==> config.mk <==
export PLATFORM = sky130hd
export DESIGN_NAME = imem_fetch_sequencer
export DESIGN_NICKNAME = d
export VERILOG_FILES = /design/src/rtl/imem_fetch_sequencer.sv
export SDC_FILE = /design/constraint.sdc
export NUM_CORES = 1
export LEC_CHECK = 0
export ABC_AREA = 1
export CAP_MARGIN = 20
export CORE_ASPECT_RATIO = 0.9
export CORE_UTILIZATION = 39
export CTS_CLUSTER_SIZE = 8
export DETAILED_ROUTE_END_ITERATION = 16
export HOLD_SLACK_MARGIN = 0.12
export PLACE_DENSITY = 0.81
export SETUP_SLACK_MARGIN = 0.02
export SYNTH_ARGS = -nofsm -noshare
export SYNTH_HDL_FRONTEND = slang
export SYNTH_SLANG_ARGS = --single-unit
==> constraint.sdc <==
create_clock -name clk -period 2.2 [get_ports clk]
set_clock_uncertainty 0.05 [all_clocks]
set_input_delay 0.44 -clock clk [delete_from_list [all_inputs] [get_ports clk]]
set_output_delay 0.44 -clock clk [all_outputs]
set_load 0.02 [all_outputs]
==> src/rtl/imem_fetch_sequencer.sv <==
// Fetch sequencer sharing a byte-wide instruction memory port between a core
// fetch path (4-byte little-endian reads) and a loader write path.

module imem_fetch_byte_lane #(
  parameter int W    = 8,
  parameter int LANE = 0
) (
  input  logic         clk,
  input  logic         reset,
  input  logic         capture,
  input  logic [1:0]   cnt,
  input  logic [W-1:0] rdata,
  output logic [W-1:0] q
);
  always_ff @(posedge clk) begin
    if (reset)                             q <= '0;
    else if (capture && cnt == 2'(LANE))   q <= rdata;
  end
endmodule

module imem_fetch_sequencer #(
  parameter int W = 8
) (
  input  logic           clk,
  input  logic           reset,
  input  logic           req_valid,
  input  logic [4*W-1:0] req_addr,
  output logic           req_ready,
  output logic           rsp_valid,
  output logic [4*W-1:0] rsp_data,
  input  logic           rsp_ready,
  input  logic           wr_valid,
  input  logic [5:0]     wr_addr,
  input  logic [W-1:0]   wr_data,
  output logic           wr_ready,
  output logic [5:0]     mem_addr,
  output logic           mem_we,
  output logic [W-1:0]   mem_wdata,
  input  logic [W-1:0]   mem_rdata
);
  typedef enum logic [1:0] {IDLE, READ, RESP} state_t;

  state_t     state, state_nxt;
  logic [5:0] base;
  logic [1:0] cnt;
  logic       last_fetch;   // 1: the fetch side won the most recent grant
  logic       grant_wr, grant_rd;
  logic       capture;

  // Only the low six address bits reach the 64-entry memory.
  logic unused_addr_bits;
  assign unused_addr_bits = ^req_addr[4*W-1:6];

  always_ff @(posedge clk) begin
    if (reset) begin
      state      <= IDLE;
      base       <= '0;
      cnt        <= '0;
      last_fetch <= 1'b1;
    end else begin
      state <= state_nxt;
      if (grant_rd) begin
        base <= req_addr[5:0];
        cnt  <= '0;
      end else if (state == READ) begin
        cnt <= cnt + 2'd1;
      end
      if (grant_rd)      last_fetch <= 1'b1;
      else if (grant_wr) last_fetch <= 1'b0;
    end
  end

  always_comb begin
    state_nxt = state;
    grant_wr  = 1'b0;
    grant_rd  = 1'b0;
    mem_addr  = '0;
    mem_we    = 1'b0;
    mem_wdata = '0;
    unique case (state)
      IDLE: begin
        // On a tie the side that lost last time wins.
        if (wr_valid && req_valid) begin
          grant_wr = last_fetch;
          grant_rd = ~last_fetch;
        end else begin
          grant_wr = wr_valid;
          grant_rd = req_valid;
        end
        if (grant_wr) begin
          mem_we    = 1'b1;
          mem_addr  = wr_addr;
          mem_wdata = wr_data;
        end
        if (grant_rd) state_nxt = READ;
      end
      READ: begin
        mem_addr = base + {4'b0, cnt};
        if (cnt == 2'd3) state_nxt = RESP;
      end
      RESP: begin
        if (rsp_ready) state_nxt = IDLE;
      end
      default: state_nxt = IDLE;
    endcase
  end

  assign req_ready = grant_rd;
  assign wr_ready  = grant_wr;
  assign rsp_valid = (state == RESP);
  assign capture   = (state == READ);

  for (genvar i = 0; i < 4; i++) begin : g_lane
    imem_fetch_byte_lane #(.W(W), .LANE(i)) u_lane (
      .clk     (clk),
      .reset   (reset),
      .capture (capture),
      .cnt     (cnt),
      .rdata   (mem_rdata),
      .q       (rsp_data[i*W +: W])
    );
  end
endmodule

; ---- After elaboration in Yosys (flattened, before gate mapping)
; Index checks and enable logic that the tools add are counted.
[totals]
register_bits = 43
out_inout_bits = 50
word_cells = 44
[op_classes]
n_addsub = 2
n_eq_ne = 8
n_mux = 16
n_bitwise = 1
reduce_logical = 9
[op_table]
columns = cell, count
row1 = $mux 8, 2
row2 = $pmux 6 s2, 1
row3 = $mux 1, 8
row4 = $add 6x2->6, 1
row5 = $eq 2x2->1 const B, 3
row6 = $mux 2, 3
row7 = $mux 6, 1
row8 = $pmux 2 s3, 1
row9 = $logic_and 1x1->1, 5
row10 = $eq 2x1->1 const B, 2
row11 = $logic_not 2->1, 2
row12 = $ne 2x2->1 const B, 2
row13 = $reduce_and 3->1, 1
row14 = $add 2x1->2 const B, 1
row15 = $ne 2x1->1 const B, 1
row16 = $reduce_or 2->1, 1
row17 = $not 1->1, 1

; ---- Logic depth before layout (Yosys ltp)
; Gate-level depths: netlist of run 1.
[depth]
ltp_word = 5
ltp_mapped = 7
depth_no_buf = 7

; ---- Modules after synthesis
; A second synthesis of run 1 with hierarchy kept.
[unflattened]
cells_unflattened = 327
hier_area_um2 = 2159.6
[by_module_without_submodules]
columns = module, n_inst, cells_each, area_each_um2, seq_area_each_um2
row1 = imem_fetch_sequencer, 1, 119, 735.7, 220.2
row2 = imem_fetch_byte_lane (g_lane[1].u_lane ...), 2, 52, 351.6, 160.2
row3 = imem_fetch_byte_lane (g_lane[0].u_lane), 1, 53, 372.9, 160.2
row4 = imem_fetch_byte_lane (g_lane[3].u_lane), 1, 51, 347.8, 160.2

; ---- Least setup slack after synthesis of run 1
; Ideal clock, no wire load.
[synth_path]
path_kind = register to output
from = reg cnt[0]
to = out mem_addr[2]
arrival_time_ns = 1.622
slack_ns = 0.088
path_stages_with_launch = 6
path_buffers = 0
path_cell_list = dfxtp_1 ha_1 inv_1 fa_1 xor2_1 o21ai_0
[synth_via]
elab_chain_len = 2
[synth_rtl]
columns = element, line_no
row1 = start: declaration, 45  ; logic [1:0] cnt;
row2 = start signal: assignment, 66  ; cnt <= cnt + 2'd1;
row3 = $add 6x2->6, 98  ; mem_addr = base + {4'b0, cnt};
row4 = $pmux 6 s2, 80  ; unique case (state)
row5 = end: declaration, 36  ; output logic [5:0] mem_addr,
; Every way passes these cells.

; ---- Final worst setup path of run 1
[layout_path]
from = reg base[0]
to = out mem_addr[4]
[layout_via]
elab_chain_len = 2
[layout_rtl]
columns = element, line_no
row1 = start: declaration, 44  ; logic [5:0] base;
row2 = start signal: assignment, 63  ; base <= req_addr[5:0];
row3 = $add 6x2->6, 98
row4 = $pmux 6 s2, 80
; Every way passes these cells.

==> run summary, run 1 <==
GPL Wtd Cong = 0.8939
# Max-Cap Violations = 0
Mapped Cells = 266
core box area = 0.004895 mm2
CTS buffer count = 5
r2r endpoint = g_lane[2].u_lane.q[0]
fin crit share = 0.9664
R2R depth = 7
CTS hold repair buffers = 0
Hold WC Path Type = reg -> reg
async set-reset flop share out of synthesis = 0
# diodes = 0
initial DRC count = 206
Startpoint Class = register
FF+latch count, synth = 43
CP arrival = 1640 ps
vias per cell = 4.876
die height = 69.91 um
Remaining DRCs = 0
post-route cell area = 0.003044 mm2
clock tree from TritonCTS = done
Critical Path End = mem_addr[4]
RSZ-0062 raised after global routing = yes
Warnings, synthesis = 0
Slew Limit Fails = 0
outcome = finished clean
Max Freq = 470.4 MHz
GRT Residual Overflow = 0
HPWL Detailed = 3.947 mm
Die W = 77.45 um
clk slew on worst S/H paths = 90 ps
worst-margin pin slew = 488.1 ps
Mapped Nets = 332
reg2reg start = state[1]
gr usage total = 0.2070
cell with the most instances after synthesis = nand2_1
Die Footprint = 0.005414 mm2
wire per inst = 12.94 um
Most used DFF post-synth = dfxtp_1
final net count = 420
number of distinct library cells after synthesis = 25
CTS sink cnt = 43
final hold violations = 0
Starting Density = 0.4082
number of synthesized flops with an enable pin = 0
H-tree levels = 2
IO Pins = 109
Synth area leader = dfxtp_1
Setup-failing EPs final = 0
Max Buffers Root-to-Sink = 2
Peak VDD IR = 326.2 uV
vias in the first global route = 1880
Port Buffers = 82
worst setup path class = reg -> out
Final min period = 2126 ps
Max FO, Critical Path = 2
leak pwr = 0.001213 uW
post-route ant nets = 0
main area contributors after synthesis = dfxtp_1 (43%), nand2_1 (11%), nand3_1 (9.8%)
Crit. Startpoint = base[0]
cell row count = 24
critical path required time = 1710 ps
DP Area = 0.002863 mm2
area grow syn2layout = 52.35%
Tot Pwr = 1811 uW
initial antenna violation count = 0
first-pass GRT wire length = 8.832 mm
Power Dens Cells = 595.0 mW/mm2
share of the synthesized area in the top cell type = 0.4308
CTS root buffer = clkbuf_8
synth cell count leaders = nand2_1 (60), dfxtp_1 (43), nand3_1 (39)
Via Count = 2048
Rel. slew slack = 0.6746
Cell Area, Synth = 0.001998 mm2
largest net degree at the start of global routing = 39
hold path startpoint = g_lane[3].u_lane.q[3]
type of destination of the critical path = output port
Avg Inst Size Synth = 7.512 um2
final setup TNS = 0 ps
1st-pass router iterations = 4
R2R Setup Slk = 580 ps
sequential share of the synthesized area = 0.4308
drt total wl = 5.434 mm
insertion delay to the later sink of the worst-skew pair = 290 ps
share of layout cells above drive strength 1 = 0.1606
-- final cells by class --
class	count	area [um2]
Fill cell	422	1851
Multi-Input combinational cell	185	993.5
Sequential cell	43	863.3
Clock inverter	3	43.79
Clock buffer	5	68.82
Timing Repair Buffer	95	893.4
Tap cell	65	81.33
Inverter	24	100.1
-- report_power, final --
part | switching, uW | internal, uW | total [uW]
Sequential | 21.7 | 805 | 826
Clock | 272 | 338 | 610
Combinational | 206 | 169 | 375
-- critical path, cell delays in order (launching register included) --
cell,delay [ps]
dfxtp_2,360
ha_4,130
inv_1,50
fa_2,350
inv_2,60
nand2_1,50
o21ai_2,110
o21ai_1,70
buf_4,150
-- worst min path at each step --
stage	endpoint	slack, ps	depth (start not counted)
2_1_floorplan	last_fetch	400	2
3_3_place_gp	g_lane[1].u_lane.q[2]	400	2
3_5_place_dp	g_lane[0].u_lane.q[2]	410	2
4_1_cts	g_lane[2].u_lane.q[1]	420	2
5_1_grt	g_lane[2].u_lane.q[1]	440	2
6_report	g_lane[3].u_lane.q[3]	420	2
-- cells by family (layout without fill, tap and decap cells) --
family,count (synthesis),count (layout),synth area share
buf+inv,38,127,0.1039
compound gates,46,46,0.1177
xor+xnor,1,1,0.004384
fa+ha+maj,7,7,0.04759
flops,43,43,0.4308
simple gates,131,131,0.2956
-- metal layers --
metal  global-route usage  wire length, um
met4              0.07547              115
met3              0.04706              336
met2               0.3333             2695
met1               0.2705             2286
met5                    0                0
-- registers in the layout, summed over array words and instances, names as in the netlist --
signal / cells
state: 2
cnt: 2
base: 6
last_fetch: 1
g_lane.u_lane.q: 32
-- repair_timing --
action | CTS | global route
resized for setup | 62 | 34
endpoints found under the setup margin | 17 | 14
pin swaps | 0 | 2
setup buffers | 2 | 1
-- stage by stage --
stage,utilization,std cells,setup slack [ps],hold WS (ps)
6_report,0.6219,420,74.01,415.9
5_1_grt,0.6219,420,-0.4206,435.1
4_1_cts,0.5994,419,29.91,419.1
3_5_place_dp,0.5849,409,-367.5,405.3
3_3_place_gp,0.5849,409,-315.5,398.1
2_1_floorplan,-,266,88.20,401.2
-- cell usage in the layout, fill, tap and decap left out, types with 2 or more instances in the layout --
cell             instances
buf_4                   15
inv_6                    2
o21ai_1                  2
a21oi_1                 35
nor2_2                   2
nand2_1                 60
o21ai_2                  2
buf_6                    6
nor2_1                  20
nor2_4                   5
ha_4                     2
ha_1                     4
nand2_4                  2
inv_2                    2
dlygate4sd2_1            4
dfxtp_1                 41
nand3_1                 39
inv_1                   20
clkbuf_8                 5
clkdlybuf4s50_1         64
dfxtp_2                  2
o21ai_0                  6
buf_2                    5
(Power assumes the default switching activity.)
==> run 2: changes to the inputs <==
--- a/config.mk
+++ b/config.mk
@@ -8,12 +8,13 @@
 export ABC_AREA = 1
 export CAP_MARGIN = 20
 export CORE_ASPECT_RATIO = 0.9
-export CORE_UTILIZATION = 39
+export CORE_UTILIZATION = 40
 export CTS_CLUSTER_SIZE = 8
 export DETAILED_ROUTE_END_ITERATION = 16
 export HOLD_SLACK_MARGIN = 0.12
-export PLACE_DENSITY = 0.81
+export PLACE_DENSITY = 0.8
 export SETUP_SLACK_MARGIN = 0.02
 export SYNTH_ARGS = -nofsm -noshare
 export SYNTH_HDL_FRONTEND = slang
+export SYNTH_HIERARCHICAL = 1
 export SYNTH_SLANG_ARGS = --single-unit
==> run summary, run 2 <==
die height = 71.71 um
Port Buffers = 82
Synth area leader = dfxtp_1
# Max-Cap Violations = 0
CTS buffer count = 5
Cell Area, Synth = 0.002160 mm2
Setup-failing EPs final = 0
# diodes = 0
sequential share of the synthesized area = 0.3986
Mapped Nets = 390
Largest regs = g_lane.u_lane/q x32, base x6
pre-CTS setup slack = -353.9 ps
CTS root buffer = clkbuf_8
first-pass GRT wire length = 8.721 mm
Max Freq = 466.3 MHz
clock tree from TritonCTS = done
gr usage total = 0.1970
Mapped Cells = 327
Die W = 79.45 um
most frequent cells in the layout = nor2_1 (81), nand2_1 (74), clkdlybuf4s50_1 (65)
cell row count = 24
FF+latch count, synth = 43
type of destination of the critical path = output port
drt total wl = 5.519 mm
GPL Wtd Cong = 0.8674
cell depth of the worst hold path = 2
Slew Limit Fails = 0
Tot Pwr = 1871 uW
number of distinct library cells after synthesis = 22
initial DRC count = 93
Starting Density = 0.4306
Final min period = 2144 ps
Remaining DRCs = 0
number of synthesized flops with an enable pin = 0
Crit path largest cell delay = 370 ps
Rel. slew slack = 0.7793
outcome = finished clean
vias per cell = 4.476
Stages on worst setup path = 8
worst-margin pin slew = 330.3 ps
area grow syn2layout = 47.10%
crit-path cells = ha_4, inv_2, fa_2, inv_2, nand2_2, o21ai_2, o21ai_2, buf_6
Peak VDD IR = 338.2 uV
Hold WC Path Type = reg -> reg
share of layout cells above drive strength 1 = 0.1452
synth cell count leaders = nor2_1 (82), nand2_1 (75), inv_1 (60)
most common cell after layout, fill and taps aside = nor2_1
DP Area = 0.003052 mm2
1st-pass router iterations = 4
clk slew on worst S/H paths = 80 ps
worst setup path class = reg -> out
Startpoint Class = register
largest net degree at the start of global routing = 23
Power Dens Cells = 589.0 mW/mm2
wire per inst = 11.38 um
CP top delay family = adder cells
number of flip-flops in the largest register = 32
Via Count = 2171
RSZ-0062 raised after global routing = yes
final net count = 482
critical path required time = 1710 ps
IO Pins = 109
WP buf/inv = 3
share of the synthesized area in the top cell type = 0.3986
HPWL Detailed = 4.097 mm
slowest CP cell = fa_2
leak pwr = 0.001568 uW
Max FO, Critical Path = 2
Avg Inst Size Synth = 6.604 um2
insertion delay to the later sink of the worst-skew pair = 290 ps
post-route ant nets = 0
Max Buffers Root-to-Sink = 2
CTS hold repair buffers = 0
final hold violations = 0
CTS sink cnt = 43
Most used DFF post-synth = dfxtp_1
R2R depth = 6
main area contributors after synthesis = dfxtp_1 (40%), nor2_1 (14%), nand2_1 (13%)
Die Footprint = 0.005697 mm2
async set-reset flop share out of synthesis = 0
H-tree levels = 2
GRT Residual Overflow = 0
final worst slack = 55.57 ps
cell with the most instances after synthesis = nor2_1
Warnings, synthesis = 6
CP arrival = 1650 ps
post-route cell area = 0.003177 mm2
core box area = 0.005015 mm2
fin crit share = 0.9747
initial antenna violation count = 0
vias in the first global route = 1941
Reg with most FFs = g_lane.u_lane/q
-- run 2: layer usage --
metal / routed length [um] / track usage / up-vias / share of wire
met2: 2713 / 0.3447 / 55 / 0.49
li1: - / - / 1145 / -
met1: 2492 / 0.2447 / 966 / 0.45
met5: 0 / 0 / - / 0
met3: 279 / 0.04713 / 5 / 0.051
met4: 33 / 0.04242 / 0 / 0.0060
-- run 2: layout make-up --
class,count,area (um2)
fillers,465,1838
multi-input cells,214,1032
flip-flops and latches,43,863.3
repair buffers,93,849.6
inverters,62,232.7
clock buffers,6,82.58
well taps,65,81.33
clock inverters,2,35.03
-- run 2: cells by family after synthesis --
logic type,Yosys count,synth area share
buffers and inverters,70,0.1419
xor gates and xnor gates,2,0.008113
AOI/OAI and AO/OA,21,0.04925
and+or+nand+nor,187,0.3754
DFF,43,0.3986
adders and majority gates,4,0.02665
-- run 2: report_power, final --
part,leakage (uW),internal [uW],switching (uW)
Clock,0.0000612,367,264
Combinational,0.00116,180,221
Sequential,0.000350,813,25.9
Total,0.00157,1360,511
-- run 2: what timing repair did --
item                                    CTS  global route
cloned                                    0             0
setup buffers                             2             1
pin swaps                                 1             5
endpoints found under the setup margin   17             7
gates resized for setup                  65            13
-- run 2: path summary, 6_finish.rpt --
path / from / to / slack, ps
worst min-delay path: g_lane[0].u_lane/q[5] / g_lane[0].u_lane/q[5] / 440
worst min register to register: g_lane[0].u_lane/q[5] / g_lane[0].u_lane/q[5] / 440
worst max-delay path: cnt[0] / mem_addr[4] / 60
worst max register to register: state[0] / g_lane[1].u_lane/q[2] / 670
-- run 2: worst reg2reg max path: cells and delay by family, from the launching register on --
kind | cells | cell delay (ps)
simple gates | 4 | 630
buf+inv | 2 | 390
flops | 1 | 370
-- run 2: stage by stage --
stage                     cells  hold WS (ps)    util  TNS [ps]
after floorplan             327         401.2       -         0
after global routing        485         464.8  0.6335    -54.40
after global placement      474         416.3  0.6085     -4534
final                       485         438.7  0.6335         0
after detailed placement    474         421.8  0.6085     -4654
after CTS                   484         440.9  0.6228         0
==> run 3: changes to the inputs <==
--- a/config.mk
+++ b/config.mk
@@ -13,6 +13,7 @@
 export DETAILED_ROUTE_END_ITERATION = 16
 export HOLD_SLACK_MARGIN = 0.12
 export PLACE_DENSITY = 0.8
+export REMOVE_ABC_BUFFERS = 1
 export SETUP_SLACK_MARGIN = 0.02
 export SYNTH_ARGS = -nofsm -noshare
 export SYNTH_HDL_FRONTEND = slang
==> run summary, run 3 (same netlist as run 2, synthesis figures left out) <==
Die W = 79.45 um
type of destination of the critical path = output port
Peak VDD IR = 326.2 uV
largest net degree at the start of global routing = 18
crit-path cells = ha_4, inv_2, fa_2, inv_2, nand2_1, o21ai_1, o21ai_1, buf_4
pre-CTS setup slack = -344.0 ps
CTS root buffer = clkbuf_8
Max Freq = 466.9 MHz
Slew Limit Fails = 0
hold path startpoint = g_lane[0].u_lane/q[2]
H-tree levels = 2
clk slew on worst S/H paths = 80 ps
final hold violations = 0
IO Pins = 109
HPWL Detailed = 4.094 mm
slowest CP cell = fa_2
most frequent cells in the layout = nor2_1 (81), nand2_1 (75), clkdlybuf4s50_1 (63)
initial DRC count = 133
# diodes = 0
Max Buffers Root-to-Sink = 2
leak pwr = 0.001600 uW
CTS sink cnt = 43
Hold WC Path Type = reg -> reg
Final min period = 2142 ps
Crit path largest cell delay = 370 ps
CTS hold repair buffers = 0
post-route cell area = 0.003178 mm2
Remaining DRCs = 0
initial antenna violation count = 0
drt total wl = 5.398 mm
post-route ant nets = 0
critical path required time = 1710 ps
Rel. slew slack = 0.7752
area grow syn2layout = 47.16%
core box area = 0.005015 mm2
R2R depth = 7
Power Dens Cells = 587.1 mW/mm2
DP Area = 0.003070 mm2
RSZ-0062 raised after global routing = yes
fin crit share = 0.9736
r2r endpoint = g_lane[2].u_lane/q[3]
Die Footprint = 0.005697 mm2
first-pass GRT wire length = 8.659 mm
R2R Setup Slk = 800 ps
final core utilization = 0.6337
reg2reg start = state[0]
CTS buffer count = 5
worst setup path class = reg -> out
die height = 71.71 um
most common cell after layout, fill and taps aside = nor2_1
Reg with most FFs = g_lane.u_lane/q
Max FO, Critical Path = 2
Setup-failing EPs final = 0
vias per cell = 4.570
final std cells w/o fill = 488
GRT Residual Overflow = 0
Via Count = 2230
final net count = 485
GPL Wtd Cong = 0.7959
filler instances = 443
final worst slack = 58.08 ps
CP arrival = 1650 ps
vias in the first global route = 2026
Largest regs = g_lane.u_lane/q x32, base x6
Worst Hold End = g_lane[0].u_lane/q[2]
# Max-Cap Violations = 0
Port Buffers = 82
final setup TNS = 0 ps
Reg area = 863.3 um2
share of layout cells above drive strength 1 = 0.1395
worst-margin pin slew = 336.5 ps
area of the multi-input gates = 0.001010 mm2
Starting Density = 0.4306
outcome = finished clean
clock tree from TritonCTS = done
insertion delay to the later sink of the worst-skew pair = 290 ps
number of flip-flops in the largest register = 32
DP Cell Count = 477
cell row count = 24
1st-pass router iterations = 4
cell depth of the worst hold path = 2
wire per inst = 11.06 um
Startpoint Class = register
gr usage total = 0.1963
run 3: cell types whose count changed in the layout (fill, tap and decap cells not counted), moves of 2 or more:
cell | previous run | this run
o21ai_1 | 2 | 4
clkdlybuf4s50_1 | 65 | 63
dlymetal6s2s_1 | 0 | 2
buf_4 | 14 | 16
o21ai_2 | 2 | 0
run 3: final cells by class:
cell class                      instances  share of cell area
Sequential cell                        43              0.2717
Multi-Input combinational cell        214              0.3177
Tap cell                               65             0.02559
Timing Repair Buffer                   96              0.2748
Inverter                               62             0.07323
Clock inverter                          2             0.01102
Clock buffer                            6             0.02598
run 3: power by group:
group          switching, uW  internal [uW]  total, uW
clock                    260            367        627
combinational            217            183        400
sequential              25.1            813        838
total                    503           1360       1870
run 3: critical path: cells and delay by family, from the launching register on:
kind / cells / cell delay (ps)
flip-flops: 1 / 360
adder cells (fa/ha/maj): 2 / 510
AND/OR/NAND/NOR: 1 / 40
AO/OA/AOI/OAI: 2 / 210
buffers and inverters: 3 / 250
run 3: timing repair:
| item | 4_1_cts | 5_1_grt |
|---|---|---|
| buffers inserted | 2 | 1 |
| resized for setup | 57 | 21 |
| pin swaps | 1 | 7 |
| setup endpoints to repair | 17 | 12 |
run 3: through the flow:
stage	total power, uW	hold WS (ps)
after detailed placement	1260	419.0
after floorplan	1051	401.2
final	1866	437.0
after global routing	1961	462.5
after global placement	1250	415.3
after CTS	1869	439.3
run 3: how the worst max path moves through the flow:
stage / start / end / slack [ps]
after detailed placement: wr_valid / mem_wdata[4] / -340
after global routing: cnt[0] / mem_addr[4] / -6
after CTS: base[0] / mem_addr[4] / -160
final: cnt[0] / mem_addr[4] / 60
after global placement: wr_valid / mem_wdata[6] / -290
after floorplan: cnt[0] / mem_addr[2] / -140
run 3: routing by layer:
metal	routed length (um)	track usage	vias up	part of all wire
met3	295	0.03822	7	0.055
li1	-	-	1148	-
met5	0	0	-	0
met2	2632	0.3381	68	0.49
met1	2393	0.2387	1007	0.44
met4	76	0.08081	0	0.014
